### config.mk
export PLATFORM = sky130hd
export DESIGN_NAME = sram_evict_rd_ctrl_flat
export DESIGN_NICKNAME = d
export VERILOG_FILES = /design/src/rtl/sram_evict_rd_ctrl_pkg.sv /design/src/rtl/sram_evict_rd_ctrl_if.sv /design/src/rtl/sram_evict_rd_ctrl.sv /design/src/flat_wrapper.sv
export SDC_FILE = /design/constraint.sdc
export NUM_CORES = 1
export LEC_CHECK = 0
export ABC_CLOCK_PERIOD_IN_PS = 2100
export CAP_MARGIN = 20
export CORE_UTILIZATION = 40
export DETAILED_ROUTE_END_ITERATION = 16
export PLACE_DENSITY = 0.74
export SYNTH_ARGS = -nofsm -noshare
export SYNTH_HDL_FRONTEND = slang
export SYNTH_SLANG_ARGS = --single-unit
### constraint.sdc
create_clock -name clk -period 2.1 [get_ports clk]
set_input_delay 0.42 -clock clk [delete_from_list [all_inputs] [get_ports clk]]
set_output_delay 0.42 -clock clk [all_outputs]
set_load 0.05 [all_outputs]
### src/rtl/sram_evict_rd_ctrl_pkg.sv
// Shared vector-cache types for the evict read controller: SRAM instance
// command layout, evict beat count and evict FSM state encoding.
package vector_cache_pkg;

  localparam int unsigned ADDR_W      = 9;
  localparam int unsigned DATA_W      = 32;
  localparam int unsigned EVICT_BEATS = 4;
  localparam int unsigned BEAT_W      = 2;
  localparam int unsigned LINE_W      = DATA_W * EVICT_BEATS;
  localparam int unsigned OPC_W       = 3;
  localparam int unsigned MODE_W      = 2;
  localparam int unsigned BSEL_W      = 4;

  localparam logic [OPC_W-1:0] OPC_EVICT = OPC_W'(1);

  typedef enum logic [1:0] {
    EV_IDLE = 2'd0,
    EV_READ = 2'd1,
    EV_WAIT = 2'd2,
    EV_OUT  = 2'd3
  } evict_state_e;

  typedef struct packed {
    logic [OPC_W-1:0]  opcode;
    logic [MODE_W-1:0] mode;
    logic [BSEL_W-1:0] byte_sel;
    logic [BEAT_W-1:0] req_num;
    logic [ADDR_W-1:0] addr;
  } sram_inst_cmd_t;

endpackage

### src/rtl/sram_evict_rd_ctrl_if.sv
// Evict read controller bus bundle: evict request in, SRAM read command out,
// SRAM read data in, assembled line out.
//   slave  : controller side (the design)
//   master : requester / SRAM / line consumer side
interface sram_evict_rd_ctrl_if
  import vector_cache_pkg::*;
#(
  parameter int unsigned ID_W = 4
);

  logic                  evict_req_vld;
  logic                  evict_req_rdy;
  logic [ADDR_W-1:0]     evict_addr;
  logic [ID_W-1:0]       evict_id;
  logic                  sram_wr_busy;
  logic                  sram_read_vld;
  sram_inst_cmd_t        sram_read_cmd;
  logic [DATA_W-1:0]     sram_rd_data;
  logic                  line_vld;
  logic                  line_rdy;
  logic [LINE_W-1:0]     line_data;
  logic [ID_W-1:0]       line_id;

  modport slave (
    input  evict_req_vld, evict_addr, evict_id, sram_wr_busy, sram_rd_data, line_rdy,
    output evict_req_rdy, sram_read_vld, sram_read_cmd, line_vld, line_data, line_id
  );

  modport master (
    output evict_req_vld, evict_addr, evict_id, sram_wr_busy, sram_rd_data, line_rdy,
    input  evict_req_rdy, sram_read_vld, sram_read_cmd, line_vld, line_data, line_id
  );

endinterface

### src/rtl/sram_evict_rd_ctrl.sv
// Evict read controller: accepts one evict request at a time, reads the
// four 32-bit beats of the line from the SRAM (yielding to the write port
// whenever it is busy), assembles them into a 128-bit line and hands the
// line plus its request tag to the consumer with a valid/ready handshake.
// Ports:
//   clk, rst_n : clock, asynchronous active-low reset
//   bus        : sram_evict_rd_ctrl_if.slave (request, SRAM command/data, line)
module sram_evict_rd_ctrl
  import vector_cache_pkg::*;
#(
  parameter int unsigned ID_W = 4
) (
  input  logic                 clk,
  input  logic                 rst_n,
  sram_evict_rd_ctrl_if.slave  bus
);

  evict_state_e        state_q, state_d;
  logic [BEAT_W-1:0]   beat_q, beat_d;
  logic [ADDR_W-1:0]   addr_q, addr_d;
  logic [ID_W-1:0]     id_q, id_d;
  logic                cap_vld_q, cap_vld_d;
  logic [BEAT_W-1:0]   cap_idx_q, cap_idx_d;
  logic [LINE_W-1:0]   line_q, line_d;
  logic                issue_c;

  // A beat issues only in READ and only when the write port leaves the SRAM free.
  assign issue_c = (state_q == EV_READ) && !bus.sram_wr_busy;

  // Next-state, beat counter and line capture.
  always_comb begin
    state_d   = state_q;
    beat_d    = beat_q;
    addr_d    = addr_q;
    id_d      = id_q;
    cap_vld_d = issue_c;
    cap_idx_d = beat_q;
    line_d    = line_q;

    // Read data lands one cycle after its issue; write it to the lane it was read for.
    if (cap_vld_q) begin
      line_d[{cap_idx_q, 5'd0} +: DATA_W] = bus.sram_rd_data;
    end

    unique case (state_q)
      EV_IDLE: begin
        if (bus.evict_req_vld) begin
          addr_d  = bus.evict_addr;
          id_d    = bus.evict_id;
          beat_d  = '0;
          state_d = EV_READ;
        end
      end
      EV_READ: begin
        if (issue_c) begin
          beat_d = BEAT_W'(beat_q + BEAT_W'(1));
          if (beat_q == BEAT_W'(EVICT_BEATS - 1)) begin
            state_d = EV_WAIT;
          end
        end
      end
      // One cycle for the last beat's data to be captured.
      EV_WAIT: begin
        state_d = EV_OUT;
      end
      EV_OUT: begin
        if (bus.line_rdy) begin
          state_d = EV_IDLE;
        end
      end
      default: begin
        state_d = EV_IDLE;
      end
    endcase
  end

  // Controller state registers.
  always_ff @(posedge clk or negedge rst_n) begin
    if (!rst_n) begin
      state_q   <= EV_IDLE;
      beat_q    <= '0;
      addr_q    <= '0;
      id_q      <= '0;
      cap_vld_q <= 1'b0;
      cap_idx_q <= '0;
      line_q    <= '0;
    end else begin
      state_q   <= state_d;
      beat_q    <= beat_d;
      addr_q    <= addr_d;
      id_q      <= id_d;
      cap_vld_q <= cap_vld_d;
      cap_idx_q <= cap_idx_d;
      line_q    <= line_d;
    end
  end

  // Handshake and line outputs are decoded straight from registered state.
  assign bus.evict_req_rdy = (state_q == EV_IDLE);
  assign bus.line_vld      = (state_q == EV_OUT);
  assign bus.line_data     = line_q;
  assign bus.line_id       = id_q;

  // The read strobe must react to the write port in the same cycle.
  assign bus.sram_read_vld = issue_c;

  // Command fields are zero whenever no read is issued.
  always_comb begin
    bus.sram_read_cmd = '0;
    if (issue_c) begin
      bus.sram_read_cmd.opcode   = OPC_EVICT;
      bus.sram_read_cmd.mode     = '0;
      bus.sram_read_cmd.byte_sel = '0;
      bus.sram_read_cmd.req_num  = beat_q;
      bus.sram_read_cmd.addr     = addr_q;
    end
  end

  a_no_read_while_busy: assert property (
    @(posedge clk) disable iff (!rst_n) !(bus.sram_read_vld && bus.sram_wr_busy)
  );

endmodule
### src/flat_wrapper.sv
// flat-port wrapper written by rule: the top's interface ports become plain ports
module sram_evict_rd_ctrl_flat import vector_cache_pkg::*;
#(
  parameter int unsigned ID_W = 4
)
  (clk, rst_n, bus_evict_req_vld, bus_evict_addr, bus_evict_id, bus_sram_wr_busy, bus_sram_rd_data, bus_line_rdy, bus_evict_req_rdy, bus_sram_read_vld, bus_sram_read_cmd, bus_line_vld, bus_line_data, bus_line_id);
  sram_evict_rd_ctrl_if #(.ID_W(ID_W)) bus_i ();
  input  logic clk;
  input  logic rst_n;
  input wire logic [$bits(bus_i.evict_req_vld)-1:0] bus_evict_req_vld;
  input wire logic [$bits(bus_i.evict_addr)-1:0] bus_evict_addr;
  input wire logic [$bits(bus_i.evict_id)-1:0] bus_evict_id;
  input wire logic [$bits(bus_i.sram_wr_busy)-1:0] bus_sram_wr_busy;
  input wire logic [$bits(bus_i.sram_rd_data)-1:0] bus_sram_rd_data;
  input wire logic [$bits(bus_i.line_rdy)-1:0] bus_line_rdy;
  output wire logic [$bits(bus_i.evict_req_rdy)-1:0] bus_evict_req_rdy;
  output wire logic [$bits(bus_i.sram_read_vld)-1:0] bus_sram_read_vld;
  output wire logic [$bits(bus_i.sram_read_cmd)-1:0] bus_sram_read_cmd;
  output wire logic [$bits(bus_i.line_vld)-1:0] bus_line_vld;
  output wire logic [$bits(bus_i.line_data)-1:0] bus_line_data;
  output wire logic [$bits(bus_i.line_id)-1:0] bus_line_id;
  assign bus_i.evict_req_vld = bus_evict_req_vld;
  assign bus_i.evict_addr = bus_evict_addr;
  assign bus_i.evict_id = bus_evict_id;
  assign bus_i.sram_wr_busy = bus_sram_wr_busy;
  assign bus_i.sram_rd_data = bus_sram_rd_data;
  assign bus_i.line_rdy = bus_line_rdy;
  assign bus_evict_req_rdy = bus_i.evict_req_rdy;
  assign bus_sram_read_vld = bus_i.sram_read_vld;
  assign bus_sram_read_cmd = bus_i.sram_read_cmd;
  assign bus_line_vld = bus_i.line_vld;
  assign bus_line_data = bus_i.line_data;
  assign bus_line_id = bus_i.line_id;
  sram_evict_rd_ctrl #(.ID_W(ID_W)) u_core (.clk(clk), .rst_n(rst_n), .bus(bus_i));
endmodule
==> results of run 1 <==
## metal layers
metal / up-vias / share of wire [%] / GRT usage, %
met5: - / 0 / 0
met4: 0 / 1.3 / 7.48
met3: 19 / 6.4 / 5.94
met2: 179 / 50 / 37.6
met1: 2201 / 43 / 29.4
li1: 1864 / - / -
## power by group through the flow
stage	clock network, mW	logic [mW]	registers (mW)
floorplan	0	1.44	5.61
global placement	0	4.82	3.92
detailed placement	0	4.90	3.93
CTS	3.18	5.03	3.90
global route	3.32	5.33	3.98
finish	3.13	5.09	3.90
## critical path, cell delays in order, from the launching register on
cell and delay, ns:
dfrtp_1 0.38, inv_2 0.08, ha_4 0.14, nor2b_4 0.20, buf_6 0.15, and2_4 0.15
buf_12 0.13
## cells in the mapped netlist (all sizes together), types with 2 or more instances
master	number
a22o	128
and2	11
buf	22
clkbuf	13
dfrtp	148
ha	11
inv	5
mux2	15
mux2i	2
nand2	6
nand3b	2
nor2	4
nor2b	8
## repair_timing
item,CTS,global route
gates cloned,1,0
pin swaps,0,8
buffers inserted,4,4
endpoints found under the hold margin,39,0
endpoints found under the setup margin,13,12
hold buffers,1,0
gates resized for setup,11,10
## registers in the layout, indices dropped and copies added (netlist names)
name / flops
u_core.addr_q: 9
u_core.beat_q: 2
u_core.bus.line_data: 128
u_core.bus.line_id: 4
u_core.cap_idx_q: 2
u_core.cap_vld_q: 1
u_core.state_q: 2
## area by class of cell
type / instances / share of cell area, %
repair buffers: 227 / 27.3
inverters: 5 / 0.215
clock buffers: 21 / 5.39
multi-input cells: 201 / 20.4
clock inverters: 11 / 1.71
well taps: 176 / 2.52
flip-flops and latches: 148 / 42.5
## worst max path at each step
stage,end,from,slack (ns)
2_1_floorplan,bus_sram_read_cmd[10],u_core.state_q[1]$_DFFE_PN0P_,0.12
3_5_place_dp,bus_sram_read_cmd[7],bus_sram_wr_busy,0.11
5_1_grt,bus_sram_read_cmd[2],u_core.state_q[1]$_DFFE_PN0P_,-0.03
3_3_place_gp,bus_sram_read_cmd[1],bus_sram_wr_busy,0.11
6_report,bus_sram_read_cmd[7],u_core.state_q[1]$_DFFE_PN0P_,0.03
4_1_cts,bus_sram_read_cmd[7],u_core.state_q[1]$_DFFE_PN0P_,0.01
## kinds of logic after synthesis
logic type                 Yosys count  share of synthesized area [%]
adders and majority gates           11                           2.44
and+or+nand+nor                     35                           4.04
muxes                               17                           3.35
other                                1                         0.0666
AOI/OAI and AO/OA                  130                           20.2
buffers and inverters               40                           4.11
DFF                                148                           65.7
## through the flow
stage / cell area, um^2 / TNS [ns]
floorplan: 5670 / 0
global placement: 7980 / 0
detailed placement: 7980 / 0
CTS: 8680 / 0
global route: 8720 / -0.243
finish: 8720 / 0
==> reports/results.ini, run 1 <==
[clocking]
clkTransAtPathRegs_ns = 0.06
clock_latency_ns = 0.42
clk_path_buf_depth = 2
ctsRootBufferMaster = clkbuf_16
cts-buffers-inserted = 17
clock_sinks = 148
cts_tree = done
htreeDepth = 4

[yosys]
ys_seq_elements = 148
synth_cell_types = 24
synth_area_leader_cell = dfrtp_1
yosys_warnings = 0
synth-edff-count = 0
synth_area_leaders = dfrtp_1 66%, a22o_1 20%, mux2_2 3.0%
synth.avg_cell_area_um2 = 14.7
synth.cell_area_um2 = 5630
synth_top_area_share_pct = 65.7
synth-seq-area-share_pct = 65.7
synthCells = 382
synthArstFlopShare_pct = 100
synth_ff_type = dfrtp_1

[timing]
post-route-min-period_ns = 2.07
rsz0062_at_grt = yes
tightest_slew_ns = 0.683
slew_violations = 0
timing.hold.ws_ns = 0.443
fin_crit_sh_pct = 98.6
slew_headroom_pct = 54.4
hold_violations = 0
setup_ws_ns = 0.0289
fin_skew_ns = 0.00933
fmax_ghz = 0.483
setup_viol = 0

[pwr]
power_mw = 12.1
p_leak_nw = 3.95
seqPwrFrac_pct = 32.2
intPower_mw = 7.49
switchingPower_mw = 4.63
p_clk_share_pct = 25.8
p_comb_share_pct = 42.0
power.density_nw_per_um2 = 1390
p_sw_share_pct = 38.2
ir_worst_vdd_mv = 0.772

[critical_path]
arrival_ns = 1.65
r2r-start = u_core.state_q[1]$_DFFE_PN0P_
critPathKind = reg2out
crit_required_ns = 1.68
path_max_fanout = 6
reg2reg_to = u_core.beat_q[0]$_DFFE_PN0P_
end_kind = primary output
r2r_cells = 7
cp-start-kind = flop
reg2reg_slack_ns = 0.15

[layout]
drive_gt1_share_pct = 18.3
multi_input_area_um2 = 1780
area_growth_pct = 54.9
mostFrequentLayoutCells = 180 x clkdlybuf4s50_1, 147 x dfrtp_1, 128 x a22o_1
layout_commonest_cell = clkdlybuf4s50_1
final-seq-area_um2 = 3700
nets = 661
fillers = 982
n_antenna_cell = 0
fin_util_pct = 64.6
finalNonFillerCells = 789

[global_route]
overflow = 0
grt_pass1_vias = 4492
track_usage_pct = 22.9
grt_max_degree = 45
antenna_found_initial = 0
grt_pass1_wl_um = 25000

[placement]
place_worst_setup_slack_ns = 0.108
place.gp.congestion = 0.788
place_hpwl_um = 10600
place_inst = 747
port_buffers = 196

[routing]
drt-total-wl_um = 15800
vias = 4263
drc_errors = 0
antenna_left = 0
drt_iter0_markers = 304
first_pass_iters = 4
vias_per_cell = 5.40
wl_per_cell_um = 20.0

[job]
maxCapViolCount = 0

[min_path]
hold_path_class = reg2reg
hold_depth = 0
hold_end = u_core.cap_idx_q[1]$_DFF_PN0_
hold_start = u_core.beat_q[1]$_DFFE_PN0P_

[floorplan]
core_area_um2 = 13500
dieArea_um2 = 14600
rows = 42
top_level_ports = 205
die_w_um = 121
start_util_pct = 41.7
die_h_um = 121

[outcome]
status = finished clean

(Power assumes the default switching activity.)
==> run 2: changes to the inputs <==
Settings changed: CORE_MARGIN set to 2, MAX_ROUTING_LAYER set to met4, SKIP_CTS_REPAIR_TIMING set to 1.
==> run 2 against run 1 <==
Largest cell class unchanged. Critical path depth did not move. Worst hold slack better by 0.010 ns. Critical path type unchanged. Count of clock-buffer cells in the layout decreased by 1. Highest routed layer unchanged. Global-route usage shrank 0.86 points.
==> reports/results.ini, run 2 (synthesis results as in run 1) <==
[routing]
first_pass_iters = 4  ; unchanged
drt-total-wl_um = 15600  ; was 15800 um
vias = 4140  ; was 4263
vias_per_cell = 5.25  ; was 5.40
drc_errors = 0  ; unchanged
drt_iter0_markers = 196  ; was 304
wl_per_cell_um = 19.8  ; was 20.0 um
antenna_left = 0  ; unchanged

[global_route]
overflow = 0  ; unchanged
antenna_found_initial = 0  ; unchanged
grt_max_degree = 54  ; was 45
track_usage_pct = 22.0  ; was 22.9%
grt_pass1_vias = 4399  ; was 4492
grt_pass1_wl_um = 24100  ; was 25000 um

[layout]
area_growth_pct = 54.9  ; unchanged
finalNonFillerCells = 788  ; was 789
nets = 656  ; was 661
layout_commonest_cell = clkdlybuf4s50_1  ; unchanged
mostFrequentLayoutCells = 180 x clkdlybuf4s50_1, 147 x dfrtp_1, 128 x a22o_1  ; unchanged
n_antenna_cell = 0  ; unchanged
final_area_um2 = 8720  ; unchanged
drive_gt1_share_pct = 17.4  ; was 18.3%
fin_util_pct = 63.1  ; was 64.6%
largest_reg_flops = 128  ; unchanged

[placement]
place_hpwl_um = 10600  ; about the same
port_buffers = 196  ; unchanged
placed_cell_area_um2 = 7960  ; was 7980 um^2
place_worst_setup_slack_ns = 0.111  ; was 0.108 ns
place.gp.congestion = 0.753  ; was 0.788
place_inst = 748  ; was 747

[min_path]
hold_path_class = reg2reg  ; unchanged

[timing]
fmax_ghz = 0.479  ; was 0.483 GHz
fin_skew_ns = 0.00936  ; was 0.00933 ns
setup_ws_ns = 0.0115  ; was 0.0289 ns
tightest_slew_ns = 0.568  ; was 0.683 ns
slew_headroom_pct = 62.0  ; was 54.4%
post-route-min-period_ns = 2.09  ; was 2.07 ns
setup_viol = 0  ; unchanged
slew_violations = 0  ; unchanged
hold_violations = 0  ; unchanged
rsz0062_at_grt = yes  ; unchanged
fin_crit_sh_pct = 99.5  ; was 98.6%

[critical_path]
crit_family = flip-flops  ; unchanged
crit_start = u_core.state_q[1]$_DFFE_PN0P_  ; unchanged
arrival_ns = 1.67  ; was 1.65 ns
cp-start-kind = flop  ; unchanged
end_kind = primary output  ; unchanged
critPathKind = reg2out  ; unchanged
crit_end = bus_sram_read_cmd[3]  ; was bus_sram_read_cmd[7]
worst_path_max_delay_cell = dfrtp_1  ; unchanged
r2r-start = u_core.cap_idx_q[0]$_DFF_PN0_  ; was u_core.state_q[1]$_DFFE_PN0P_
path_depth = 6  ; unchanged
crit_path_cell_trace = inv_2, ha_4, nor2b_4, buf_6, and2_2, buf_12  ; was inv_2, ha_4, nor2b_4, buf_6, and2_4, buf_12
r2r_cells = 5  ; was 7
crit_required_ns = 1.68  ; about the same
cp_num_buf_inv = 3  ; unchanged
reg2reg_slack_ns = 0.13  ; was 0.15 ns
critPathMaxStageDelay_ns = 0.40  ; was 0.38 ns
reg2reg_to = u_core.bus.line_data[75]$_DFFE_PN0P_  ; was u_core.beat_q[0]$_DFFE_PN0P_
path_max_fanout = 10  ; was 6

[clocking]
cts_tree = done  ; unchanged
htreeDepth = 4  ; unchanged
clock_sinks = 148  ; unchanged
ctsRootBufferMaster = clkbuf_16  ; unchanged
cts-buffers-inserted = 17  ; unchanged
clock_latency_ns = 0.41  ; was 0.42 ns
clk_path_buf_depth = 2  ; unchanged
clkTransAtPathRegs_ns = 0.06  ; about the same

[pwr]
power_mw = 12.2  ; was 12.1 mW
ir_worst_vdd_mv = 0.823  ; was 0.772 mV
p_leak_nw = 3.95  ; about the same
power.density_nw_per_um2 = 1400  ; was 1390 nW/um^2

[job]
maxCapViolCount = 0  ; unchanged

[floorplan]
core_area_um2 = 13800  ; was 13500 um^2
rows = 43  ; was 42
top_level_ports = 205  ; unchanged
dieArea_um2 = 15000  ; was 14600 um^2
die_w_um = 123  ; was 121 um
die_h_um = 123  ; was 121 um
start_util_pct = 40.7  ; was 41.7%

[outcome]
status = finished clean  ; unchanged

## run 2: changes by cell type in the layout (fill, tap and decap cells not counted), moves of 2 or more
cell / change
bufinv_16: +2
buf_4: -4
buf_6: -2
and2_2: +7
and2_4: -7
## run 2: worst min-delay path by stage
stage / from / endpoint / slack, ns / cells past startpoint
6_report: u_core.beat_q[1]$_DFFE_PN0P_ / u_core.cap_idx_q[1]$_DFF_PN0_ / 0.45 / 0
5_1_grt: u_core.beat_q[1]$_DFFE_PN0P_ / u_core.cap_idx_q[1]$_DFF_PN0_ / 0.47 / 0
4_1_cts: rst_n / u_core.addr_q[1]$_DFFE_PN0P_ / -0.08 / 1
3_5_place_dp: rst_n / u_core.bus.line_id[3]$_DFFE_PN0P_ / 0.36 / 1
3_3_place_gp: rst_n / u_core.bus.line_id[3]$_DFFE_PN0P_ / 0.36 / 1
2_1_floorplan: rst_n / u_core.addr_q[0]$_DFFE_PN0P_ / 0.12 / 0
## run 2: per-stage QoR
step                hold slack (ns)  setup TNS (ns)
floorplan                     0.124               0
global placement              0.356               0
detailed placement            0.363               0
CTS                         -0.0821           -2.32
global route                  0.470          -0.666
finish                        0.454               0
## run 2: power breakdown
part / internal, mW / switching (mW) / total, mW
clock network: 2.18 / 1.13 / 3.31
registers: 3.50 / 0.410 / 3.91
logic: 1.95 / 3.04 / 4.99
total: 7.63 / 4.58 / 12.2
## run 2: layout make-up
class	instances	area [um^2]
clock inverters	12	201
clock buffers	20	457
multi-input cells	201	1770
repair buffers	222	2350
fillers	1026	5100
inverters	5	18.8
flip-flops and latches	148	3700
well taps	180	225
## run 2: routing by layer
layer / GRT usage, % / vias up / share of wire [%]
met4: 5.75 / 0 / 0.90
met2: 34.7 / 159 / 51
met1: 27.8 / 2129 / 43
met5: - / - / 0
li1: - / 1839 / -
met3: 6.60 / 13 / 5.7
==> run 3: changes to the inputs <==
Settings changed: ABC_CLOCK_PERIOD_IN_PS 2100 to 1900, CORE_ASPECT_RATIO set to 0.8, PLACE_DENSITY 0.74 to 0.77.
Clock period 2.1 ns to 1.9 ns, I/O delays scaled along.
==> run 3 against run 2 <==
The run now ends with setup timing left. Via count rose by 5.5%. Count of clock-buffer cells in the layout fell by 1. Final area rose by 1.6%. Global-route usage rose by 0.95 points. Total power rose by 8.2%. Combinational power rose by 12%. Critical path depth did not move. Sequential cell count did not move.
==> reports/results.ini, run 3 (synthesis results as in run 1) <==
[timing]
fin_setup_tns_ns = -2.35  ; was 0 ns
fin_crit_sh_pct = 110
hold_violations = 0  ; unchanged
fmax_ghz = 0.478
post-route-min-period_ns = 2.09
rsz0062_at_grt = yes  ; unchanged
timing.hold.ws_ns = 0.395  ; was 0.454 ns
slew_violations = 0  ; unchanged
slew_headroom_pct = 63.8  ; was 62.0%
setup_ws_ns = -0.192  ; was 0.0115 ns
fin_skew_ns = 0.00450  ; was 0.00936 ns
setup_viol = 13  ; was 0
tightest_slew_ns = 0.542  ; was 0.568 ns

[job]
maxCapViolCount = 0  ; unchanged

[pwr]
p_leak_nw = 5.59  ; was 3.95 nW
power_mw = 13.2  ; was 12.2 mW
ir_worst_vdd_mv = 1.12  ; was 0.823 mV
power.density_nw_per_um2 = 1490  ; was 1400 nW/um^2

[routing]
antenna_left = 0  ; unchanged
drt_iter0_markers = 170  ; was 196
drt-total-wl_um = 17000  ; was 15600 um
first_pass_iters = 4  ; unchanged
vias = 4367  ; was 4140
drc_errors = 0  ; unchanged
wl_per_cell_um = 21.4  ; was 19.8 um
vias_per_cell = 5.49  ; was 5.25

[global_route]
grt_pass1_vias = 4469  ; was 4399
antenna_found_initial = 0  ; unchanged
track_usage_pct = 22.9  ; was 22.0%
grt_pass1_wl_um = 24900  ; was 24100 um
grt_max_degree = 69  ; was 54
overflow = 0  ; unchanged

[layout]
layout_commonest_cell = dfrtp_1  ; was clkdlybuf4s50_1
drive_gt1_share_pct = 24.6  ; was 17.4%
mostFrequentLayoutCells = 147 x dfrtp_1, 128 x a22o_1, 97 x dlymetal6s2s_1  ; was 180 x clkdlybuf4s50_1, 147 x dfrtp_1, 128 x a22o_1
n_antenna_cell = 0  ; unchanged
fin_util_pct = 65.0  ; was 63.1%
area_growth_pct = 57.4  ; was 54.9%
nets = 663  ; was 656
largest_reg_flops = 128  ; unchanged

[floorplan]
core_area_um2 = 13600  ; was 13800 um^2
start_util_pct = 41.3  ; was 40.7%
rows = 38  ; was 43
die_w_um = 137  ; was 123 um
dieArea_um2 = 15100  ; was 15000 um^2
die_h_um = 110  ; was 123 um
top_level_ports = 205  ; unchanged

[placement]
place_worst_setup_slack_ns = 0.0165  ; was 0.111 ns
place_hpwl_um = 11000  ; was 10600 um
port_buffers = 196  ; unchanged
place.gp.congestion = 0.787  ; was 0.753

[critical_path]
arrival_ns = 1.71  ; was 1.67 ns
worst_path_max_delay_cell = dfrtp_1  ; unchanged
crit_required_ns = 1.52  ; was 1.68 ns
end_kind = primary output  ; unchanged
cp-start-kind = flop  ; unchanged
cp_num_buf_inv = 3  ; unchanged
crit_path_cell_trace = inv_2, ha_4, nor2b_4, buf_6, and2_4, buf_12  ; was inv_2, ha_4, nor2b_4, buf_6, and2_2, buf_12
path_max_fanout = 7  ; was 10
critPathKind = reg2out  ; unchanged
crit_family = flip-flops  ; unchanged
critPathMaxStageDelay_ns = 0.41  ; was 0.40 ns

[clocking]
ctsRootBufferMaster = clkbuf_16  ; unchanged
clock_sinks = 148  ; unchanged
clock_latency_ns = 0.41  ; about the same
cts_tree = done  ; unchanged
clkTransAtPathRegs_ns = 0.06  ; about the same
cts-buffers-inserted = 17  ; unchanged
htreeDepth = 4  ; unchanged
clk_path_buf_depth = 2  ; unchanged

[outcome]
violations = setup timing
status = finished with violations  ; was finished clean

[min_path]
hold_path_class = in2async  ; was reg2reg

## run 3: cell count changes in the layout (fill, tap and decap cells not counted), moves of 2 or more
cell / previous run / this run
clkinvlp_4: 2 / 6
clkdlybuf4s50_1: 180 / 48
and2_4: 4 / 11
and2_2: 7 / 0
clkinv_2: 2 / 4
bufinv_16: 5 / 2
clkinv_4: 2 / 0
buf_4: 21 / 62
dlymetal6s2s_1: 0 / 97
buf_6: 2 / 4
## run 3: per-layer routing
layer | global-route usage, % | up-vias | part of all wire [%]
met5 | - | - | 0
met2 | 34.5 | 215 | 48
met4 | 7.81 | 0 | 1.1
li1 | - | 1859 | -
met3 | 6.13 | 16 | 8.2
met1 | 30.4 | 2277 | 43
## run 3: power breakdown
part / switching (mW) / internal [mW] / leakage, nW / total (mW)
sequential: 0.473 / 3.87 / 1.98 / 4.35
combinational: 3.43 / 2.17 / 3.35 / 5.61
clock: 1.30 / 1.96 / 0.267 / 3.26
## run 3: final timing paths
kind / start / endpoint / slack (ns) / cells after the start
max: u_core.state_q[1]$_DFFE_PN0P_ / bus_sram_read_cmd[10] / -0.19 / 6
max reg2reg: u_core.state_q[1]$_DFFE_PN0P_ / u_core.beat_q[0]$_DFFE_PN0P_ / 0.06 / 6
min: rst_n / u_core.bus.line_data[74]$_DFFE_PN0P_ / 0.40 / 2
min in group clk: u_core.beat_q[0]$_DFFE_PN0P_ / u_core.cap_idx_q[0]$_DFF_PN0_ / 0.48 / 0
min reg2reg: u_core.beat_q[0]$_DFFE_PN0P_ / u_core.cap_idx_q[0]$_DFF_PN0_ / 0.48 / 0
max in group asynchronous: rst_n / u_core.bus.line_data[90]$_DFFE_PN0P_ / 0.88 / 3
## run 3: per-stage QoR
step	std cells	area [um^2]
final	795	8860
after global routing	795	8860
after CTS	788	8510
after detailed placement	756	7930
after global placement	756	7930
after floorplan	389	5670
## run 3: area by class of cell
cell class | instances | area (um^2)
clock buffer | 19 | 443
clock inverter | 13 | 134
fill | 947 | 4780
inverter | 5 | 18.8
multi-input combinational | 201 | 1780
sequential | 148 | 3700
tap | 180 | 225
timing repair buffer | 229 | 2550
